===== src/rtl/fetch_unit.sv =====
// fetch_unit: instruction-fetch front end for the MIPS core.
// Owns the PC, issues word fetches over a req/ack handshake, and holds one
// fetched instruction for decode under a valid/stall handshake. Downstream
// redirects replace the PC; a request still outstanding at that moment is
// finished in DISCARD and its data thrown away. The halt word stops fetching
// until a redirect or reset.
module fetch_unit #(
  parameter logic [31:0] RESET_PC  = 32'h0000_0000,
  parameter logic [31:0] HALT_WORD = 32'hFFFF_FFFF
) (
  input  logic        CLK,
  input  logic        RST,
  output logic        imem_req,
  output logic [31:0] imem_addr,
  input  logic        imem_ack,
  input  logic [31:0] imem_rdata,
  input  logic        Stall,
  input  logic        Redirect,
  input  logic [31:0] RedirectPC,
  output logic        IF_Valid,
  output logic [31:0] IF_Instr,
  output logic [31:0] IF_PC4,
  output logic        IF_Halt
);

  typedef enum logic [1:0] {
    S_FETCH   = 2'd0,
    S_DISCARD = 2'd1,
    S_HALT    = 2'd2
  } state_t;

  state_t      r_state;
  logic [31:0] r_pc;      // next address to fetch
  logic        r_pend;    // a request is outstanding (issued, not yet acked)
  logic [31:0] r_paddr;   // address of the outstanding request
  logic        r_run;     // low for the first cycle after reset release
  logic        r_valid;
  logic [31:0] r_instr;
  logic [31:0] r_pc4;
  logic        r_halt;

  logic        w_free;
  logic        w_req;
  logic [31:0] w_addr;
  logic        w_take;
  logic [31:0] w_pc_next;
  logic [31:0] w_redir_pc;
  logic        w_is_halt;

  // Request/handshake decode. An outstanding request holds req and address
  // stable; a new one is only started in FETCH when the output slot is free.
  // Acks are taken only while the slot is free (in DISCARD it always is).
  always_comb begin
    w_free     = ~r_valid | ~Stall;
    w_req      = r_pend | (r_run & (r_state == S_FETCH) & w_free);
    w_addr     = r_pend ? r_paddr : r_pc;
    w_take     = w_req & imem_ack & w_free;
    w_pc_next  = w_addr + 32'd4;
    w_redir_pc = RedirectPC & 32'hFFFF_FFFC;
    w_is_halt  = (imem_rdata == HALT_WORD);
  end

  // Fetch state machine: PC, outstanding request, and the decode-facing slot.
  always_ff @(posedge CLK or posedge RST) begin
    if (RST) begin
      r_state <= S_FETCH;
      r_pc    <= RESET_PC;
      r_pend  <= 1'b0;
      r_paddr <= 32'h0000_0000;
      r_run   <= 1'b0;
      r_valid <= 1'b0;
      r_instr <= 32'h0000_0000;
      r_pc4   <= 32'h0000_0000;
      r_halt  <= 1'b0;
    end else begin
      r_run <= 1'b1;
      if (Redirect) begin
        // Redirect wins over everything; an ack in this cycle is dropped.
        r_pc    <= w_redir_pc;
        r_valid <= 1'b0;
        r_halt  <= 1'b0;
        r_pend  <= w_req & ~w_take;
        r_paddr <= w_addr;
        r_state <= (w_req & ~w_take) ? S_DISCARD : S_FETCH;
      end else if (w_take) begin
        r_pend <= 1'b0;
        if (r_state == S_DISCARD) begin
          // Wrong-path data: drop it and resume at the redirected PC.
          r_state <= S_FETCH;
        end else begin
          r_instr <= imem_rdata;
          r_pc4   <= w_pc_next;
          r_valid <= 1'b1;
          r_pc    <= w_pc_next;
          if (w_is_halt) begin
            r_halt  <= 1'b1;
            r_state <= S_HALT;
          end else begin
            r_state <= S_FETCH;
          end
        end
      end else begin
        r_pend  <= w_req;
        r_paddr <= w_addr;
        if (r_valid & ~Stall) begin
          r_valid <= 1'b0;
        end else begin
          r_valid <= r_valid;
        end
      end
    end
  end

  assign imem_req  = w_req;
  assign imem_addr = w_addr;
  assign IF_Valid  = r_valid;
  assign IF_Instr  = r_instr;
  assign IF_PC4    = r_pc4;
  assign IF_Halt   = r_halt;

endmodule


===== config.mk =====
export PLATFORM = sky130hd
export DESIGN_NAME = fetch_unit
export DESIGN_NICKNAME = d
export VERILOG_FILES = /design/src/rtl/fetch_unit.sv
export SDC_FILE = /design/constraint.sdc
export NUM_CORES = 1
export LEC_CHECK = 0
export ABC_AREA = 1
export ABC_CLOCK_PERIOD_IN_PS = 6100
export CORE_MARGIN = 2
export CORE_UTILIZATION = 50
export DETAILED_ROUTE_END_ITERATION = 16
export HOLD_SLACK_MARGIN = 0.12
export PLACE_DENSITY_LB_ADDON = 0.25
export SLEW_MARGIN = 0
export SYNTH_ARGS = -nofsm -noshare
export SYNTH_HDL_FRONTEND = slang
export SYNTH_SLANG_ARGS = --single-unit

===== constraint.sdc =====
create_clock -name CLK -period 6.1 [get_ports CLK]
set_input_delay 0.915 -clock CLK [delete_from_list [all_inputs] [get_ports CLK]]
set_output_delay 0.915 -clock CLK [all_outputs]
set_load 0.1 [all_outputs]

==> results.ini <==
[clocking]
clk_latency_ns = 0.41
clk_path_buf_depth = 2
htree_levels = 4
tritoncts = done
cts_setup_buffers = 0
cts_made_buffers = 17
clk_pin_slew_worst_paths_ns = 0.05
clock-sinks = 134
postCtsHoldBufs = 0
cts_resized = 0
root_buffer = clkbuf_16

[sta]
setup_ws_ns = 2.02
fin_crit_sh_pct = 66.8
max_freq_mhz = 245
slew_violations = 0
worst_pin_slew_ns = 1.03
timing.final.crit_period_ns = 4.08
skew_ns = 0.00487
grt_setup_unrepaired = false
final.setup.tns_ns = 0
finalSetupViolations = 0
final-hold-violation-count = 0
slew_headroom_pct = 30.8

[routing]
drt_wl_total_um = 17800
via_count = 6160
drt_first_pass_iters = 5
antenna_left = 0
drc = 0
drt_iter0_markers = 388
wl_per_cell_um = 14.6
via_per_inst = 5.05

[synth]
synth.distinct_cells = 33
seq_area_frac_synth_pct = 49.5
syn_area_per_cell_sq_um = 7.72
synth_cells = 878
ys_warn_count = 0
synth-edff-count = 0
async_flop_share_pct = 100
synth_top_flop_cell = dfrtp_1
netlist_area_sq_mm = 0.00678
synth_nets = 948
synth_seq_cells = 134

[floorplanning]
dieWidth_um = 120
die-area_sq_mm = 0.0145
rows = 42
io_pins = 168
coreArea_sq_mm = 0.0132
start_util_pct = 51.2
die_height_um = 120

[setup_path]
r2r_end = IF_Instr[7]$_DFFE_PP0P_
reg2reg_slack_ns = 3.19
path_cells = buf_4 > clkinv_4 > or2_1 > o21ai_0 > inv_1 > clkdlybuf4s50_1
crit_path_end_kind = output port
critPathMaxStageDelay_ns = 0.99
path_class = reg2out
cp.arrival_ns = 3.16
cp.required_ns = 5.18
worstPathMaxFanout = 35
r2r_cells = 10
worstReg2RegStart = r_pend$_DFF_PP0_
crit_path_top_delay_cell = clkdlybuf4s50_1
start_kind = flip-flop

[global_routing]
grt_pass1_vias = 5935
grt_max_degree = 88
grt_pass1_wl_um = 29500
antenna_found_initial = 0
grtUsageTotal_pct = 25.8
grt-ovfl-total = 0

[layout]
antenna_cells = 0
fin_nets = 1104
area_growth_syn_to_layout_pct = 33.6
final_common_cell = nand2_1
drive_gt1_share_pct = 11.0
final_cell_mix = nand2_1 (393), clkdlybuf4s50_1 (165), dfrtp_1 (134), nand3_1 (64), inv_1 (62)
stdcell_area_sq_mm = 0.00905

[status]
outcome = finished clean

[min_path]
holdPathStages = 2
min_to = IF_Instr[24]$_DFFE_PP0P_
hold_class = reg2reg
min_from = IF_Instr[24]$_DFFE_PP0P_

[placement]
gp_congestion = 0.873
portBuffers = 165
postPlaceCellArea_sq_mm = 0.00848
preCtsSetupSlack_ns = 2.14
dpl.hpwl_um = 12000

[run]
max_cap_violations = 0

[critical path: cells and delay by family (launching register included)]
| kind | cells | cell delay, ns |
|---|---|---|
| compound gates | 1 | 0.14 |
| buf+inv | 4 | 1.91 |
| flops | 1 | 0.32 |
| simple gates | 1 | 0.33 |
[cell usage after synthesis (5+ instances only)]
library cell,count,area [sq um]
nor2_1,30,113
nand2_4,10,113
inv_1,63,236
nor2_4,9,101
nand4_1,11,68.8
nand3_2,5,50.1
nand2_2,37,231
buf_2,13,65.1
dfrtp_1,134,3350
o21ai_0,54,270
clkbuf_1,12,45.0
nand3_1,64,320
nand2_1,393,1480
nor2_2,11,68.8
[worst max path at each step]
stage	start	endpoint	cells after the start
after detailed placement	Redirect	r_pc[3]$_DFFE_PP0P_	8
after global routing	r_pend$_DFF_PP0_	imem_addr[31]	6
final	r_pend$_DFF_PP0_	imem_addr[31]	6
after global placement	Redirect	r_pc[3]$_DFFE_PP0P_	8
after floorplan	RST	IF_Halt$_DFFE_PP0P_	1
after CTS	r_pend$_DFF_PP0_	imem_addr[31]	6
[stage by stage]
step | utilization [%] | hold WS (ns) | cells
6_report | 68.4 | 0.464 | 1220
5_1_grt | 68.4 | 0.491 | 1220
4_1_cts | 68.4 | 0.471 | 1220
3_5_place_dp | 64.1 | 0.458 | 1191
3_3_place_gp | 64.1 | 0.453 | 1191
2_1_floorplan | - | 0.445 | 878
[cell type report]
cell class | instances | area [sq um]
Fill cell | 1187 | 4190
Sequential cell | 134 | 3350
Multi-Input combinational cell | 642 | 2950
Timing Repair Buffer | 172 | 1700
Clock buffer | 26 | 529
Inverter | 67 | 262
Tap cell | 176 | 220
Clock inverter | 3 | 40.0
[flip-flops by register name (all words and copies together), names as in the netlist]
| register | count |
|---|---|
| r_run | 1 |
| r_pc | 32 |
| IF_Valid | 1 |
| r_paddr | 32 |
| IF_Instr | 32 |
| IF_Halt | 1 |
| IF_PC4 | 32 |
| r_state | 2 |
| r_pend | 1 |
[cells by family after synthesis]
| logic type | synth area share (%) |
|---|---|
| DFF | 49.5 |
| AOI/OAI and AO/OA | 4.51 |
| xor gates and xnor gates | 0.129 |
| and+or+nand+nor | 38.5 |
| other | 0.0553 |
| buffers and inverters | 7.16 |
| adders and majority gates | 0.185 |
[per-layer routing]
metal	track usage [%]	vias to the layer above	part of all wire (%)	routed length, um
met4	8.87	0	1.5	274
met5	0	-	0	0
li1	-	3041	-	-
met1	35.5	2905	46	8270
met3	5.61	22	6.1	1080
met2	40.7	192	46	8220
Power is left out: the tool's default activity adds up to more than one toggle a clock period on the data nets, which glitch-free logic cannot reach.
==> edit 1 (same flow settings) <==
Encoding of `state_t`: now one-hot (3 bits for 3 states).
--- a/src/rtl/fetch_unit.sv
+++ b/src/rtl/fetch_unit.sv
@@ -23,10 +23,10 @@
   output logic        IF_Halt
 );
 
-  typedef enum logic [1:0] {
-    S_FETCH   = 2'd0,
-    S_DISCARD = 2'd1,
-    S_HALT    = 2'd2
+  typedef enum logic [2:0] {
+    S_FETCH   = 3'b001,
+    S_DISCARD = 3'b010,
+    S_HALT    = 3'b100
   } state_t;
 
   state_t      r_state;
Function: no difference found for any inputs over 4 cycles, from zero or initial values and one cycle with RST high; so few cycles prove little.
==> edit 1 against the original RTL <==
Routed wire length shrank 1.6%. Synthesized area shrank 0.52%. Setup slack gained 0.025 ns. Sequential cell count grew 1. Critical path depth is the same. Clock skew grew 0.00067 ns. Cell area shrank 0.79%. Die area shrank 0.50%. Critical endpoint unchanged.
Power is left out: the tool's default activity adds up to more than one toggle a clock period on the data nets, which glitch-free logic cannot reach.
==> edit 1: results (changes against the original RTL) <==
stage	metric	value	unit	change
run_status	outcome	finished clean		
setup_path	Critical-path top delay cell	clkdlybuf4s50_1		
grt	met2 Use GR	41.2	%	+0.41 points
layout	number of fillers in the final layout	1093		-7.9%
synthesis	largest cells by area after synthesis	dfrtp_1, nand2_1, nand3_1		
detailed_routing	drt pass-1 iters	7		+2
synthesis	Post-Synthesis Cells	877		-0.11%
layout	Nets	1102		-0.18%
synthesis	post-synthesis sequential area ratio	50.1	%	+0.65 points
setup_path	RR Startpoint	r_pend$_DFF_PP0_		
placed_design	Inst Count DP	1189		-0.17%
setup_path	critical path arrival	3.14	ns	-0.02 ns
grt	Global Route Usage Sum	25.8	%	-0.091 points
synthesis	post-synthesis xor/xnor area fraction	0.390	%	+0.26 points
detailed_routing	Vias/cell	5.00		-0.88%
detailed_routing	wire length on met2	8300	um	+0.97%
synthesis	Synth cell types	36		+9.1%
timing	Min Clock Period, post-route	4.05	ns	-0.0253 ns
synthesis	Compound-Gate Fraction of Synth Area	3.97	%	-0.53 points
placed_design	Post-Place Cell Area	0.00845	mm2	-0.40%
setup_path	R2R cell count	8		-2
layout	register area	0.00338	mm2	+0.78%
grt	largest net degree at the start of global routing	98		+11%
setup_path	Reg-to-Reg End	r_pc[7]$_DFFE_PP0P_		
synthesis	Net Count, Synth	947		-0.11%
detailed_routing	drt wl/cell	14.4	um	-1.7%
detailed_routing	met3 routed wirelength	1180	um	+8.8%
setup_path	CP Max Fanout	30		-14%
setup_path	reg2reg setup slack	3.17	ns	-0.02 ns
min_path	Hold Crit Start	IF_Instr[21]$_DFFE_PP0P_		
placed_design	HPWL Detailed	12000	um	-0.45%
timing	WHS	0.466	ns	+0.00157 ns
detailed_routing	metal1 wirelength	7660	um	-7.4%
grt	Global Route met3 Usage	5.94	%	+0.33 points
timing	clock skew	0.00554	ns	+0.000667 ns
timing	Slew Limit Headroom	31.5	%	+0.67 points
detailed_routing	starting DRC count in detailed routing	499		+29%
grt	vias in the first global route	5878		-0.96%
grt	first-pass GRT wire length	29200	um	-0.70%
==> edit 1: cell types whose count changed after synthesis, sizes merged, moves of 3 or more <==
cell,delta
nand2,+8
nor2,-4
o21ai,-4
a21oi,-3
inv,-3
==> edit 1: critical path: cells and delay by family (launching register included) <==
kind	cells	cell delay, ns
AOI/OAI and AO/OA	1	0.13
and+or+nand+nor	1	0.25
DFF	1	0.59
buffers and inverters	4	1.74
==> edit 1: logic make-up after synthesis <==
kind of cell,count (synthesis)
XOR/XNOR,3
adder cells (fa/ha/maj),1
AND/OR/NAND/NOR,584
buffers and inverters,100
other,1
flip-flops,135
AO/OA/AOI/OAI,53
==> edit 1: final cells by class <==
cell class	instances	area share (%)
inverters	65	2.83
clock inverters	4	0.501
multi-input cells	642	32.3
clock buffers	28	5.42
well taps	176	2.45
flip-flops and latches	135	37.6
repair buffers	171	18.9
==> edit 2 (config.mk and constraints unchanged) <==
Made on the original files. Change the parameter `HALT_WORD` from 32'hFFFF_FFFF to 32'h7FFFFFFF.
--- a/src/rtl/fetch_unit.sv
+++ b/src/rtl/fetch_unit.sv
@@ -6,7 +6,7 @@
 // until a redirect or reset.
 module fetch_unit #(
   parameter logic [31:0] RESET_PC  = 32'h0000_0000,
-  parameter logic [31:0] HALT_WORD = 32'hFFFF_FFFF
+  parameter logic [31:0] HALT_WORD = 32'h7FFFFFFF
 ) (
   input  logic        CLK,
   input  logic        RST,
Function: changed (a bounded check fails within 4 cycles, from zero or initial values and one cycle with RST high).
==> edit 2 against the original RTL <==
Synthesized area shrank 1.3%. Setup slack gained 0.34 ns. Utilization shrank 0.54 points. Routed wire length shrank 2.0%. Sequential cell count is the same. Non-clock buffer count shrank 1. Cell area shrank 1.6%. Count of clock-buffer cells in the layout is the same. Critical endpoint is now imem_req.
Power is left out: the tool's default activity adds up to more than one toggle a clock period on the data nets, which glitch-free logic cannot reach.
==> edit 2: results (changes against the original RTL) <==
stage	metric	value	unit	change
synthesis	synth cell count leaders	nand2_1, dfrtp_1, nand3_1		
min_path	Hold Crit Start	IF_Instr[21]$_DFFE_PP0P_		
placed_design	DP Worst Slack	2.37	ns	+0.228 ns
timing	Slew Limit Headroom	30.0	%	-0.87 points
grt	first-pass GRT wire length	29200	um	-0.70%
setup_path	Reg-to-Reg End	IF_PC4[28]$_DFFE_PP0P_		
synthesis	Net Count, Synth	943		-0.53%
grt	largest net degree at the start of global routing	97		+10%
grt	Global Route Usage Sum	26.3	%	+0.43 points
layout	Nets	1098		-0.54%
setup_path	R2R cell count	11		+1
detailed_routing	starting DRC count in detailed routing	393		+1.3%
grt	vias in the first global route	5842		-1.6%
timing	Min Clock Period, post-route	3.74	ns	-0.337 ns
setup_path	Critical Path Start	Stall		
clock_tree	clock-pin slew on the worst setup and hold paths	0.05	ns	about the same
detailed_routing	Via Count	6049		-1.8%
setup_path	Critical path destination	imem_req		
placed_design	Inst Count DP	1185		-0.50%
synthesis	post-synthesis sequential area ratio	50.1	%	+0.67 points
min_path	endpoint of the worst hold path	IF_Instr[21]$_DFFE_PP0P_		
timing	clock skew	0.00711	ns	+0.00224 ns
detailed_routing	drt wl/cell	14.4	um	-1.6%
placed_design	HPWL Detailed	12000	um	+0.16%
layout	share of post-route cells with drive strength above 1	9.43	%	-1.6 points
synthesis	largest cells by area after synthesis	dfrtp_1, nand2_1, nand3_1		
run_status	outcome	finished clean		
placed_design	Placer Congestion	0.863		-1.1%
layout	fin cells	1215		-0.41%
placed_design	Post-Place Cell Area	0.00840	mm2	-1.0%
setup_path	reg2reg setup slack	3.73	ns	+0.54 ns
setup_path	critical path arrival	2.82	ns	-0.34 ns
synthesis	Avg Cell Area, Syn	7.66	um2	-0.76%
setup_path	CP Max Fanout	2		-94%
setup_path	CP delay by family, top	buffers and inverters		
timing	WHS	0.469	ns	+0.00436 ns
[edit 2: cells by family after synthesis]
group / Yosys count / synth area share [%]
and+or+nand+nor: 571 / 37.6
other: 1 / 0.0561
adders and majority gates: 1 / 0.187
buffers and inverters: 101 / 7.02
DFF: 134 / 50.1
AOI/OAI and AO/OA: 64 / 4.87
xor gates and xnor gates: 1 / 0.131
[edit 2: layout make-up]
class                      instances  area, um2
multi-input combinational        638       2870
inverter                          66        258
timing repair buffer             171       1700
tap                              176        220
clock buffer                      26        489
fill                            1144       4230
clock inverter                     4       22.5
sequential                       134       3350
[edit 2: worst min-delay path, cell delays in order, from the launching register on]
cell and delay (ns):
dfrtp_1 0.34, nand2_1 0.05, nand2_1 0.05
[edit 2: per-layer routing]
layer | vias up | GRT usage, % | share of wire [%]
met3 | 32 | 5.61 | 6.8
li1 | 3034 | - | -
met2 | 198 | 41.7 | 47
met4 | 0 | 12.0 | 2.4
met5 | - | 0 | 0
met1 | 2785 | 34.7 | 44
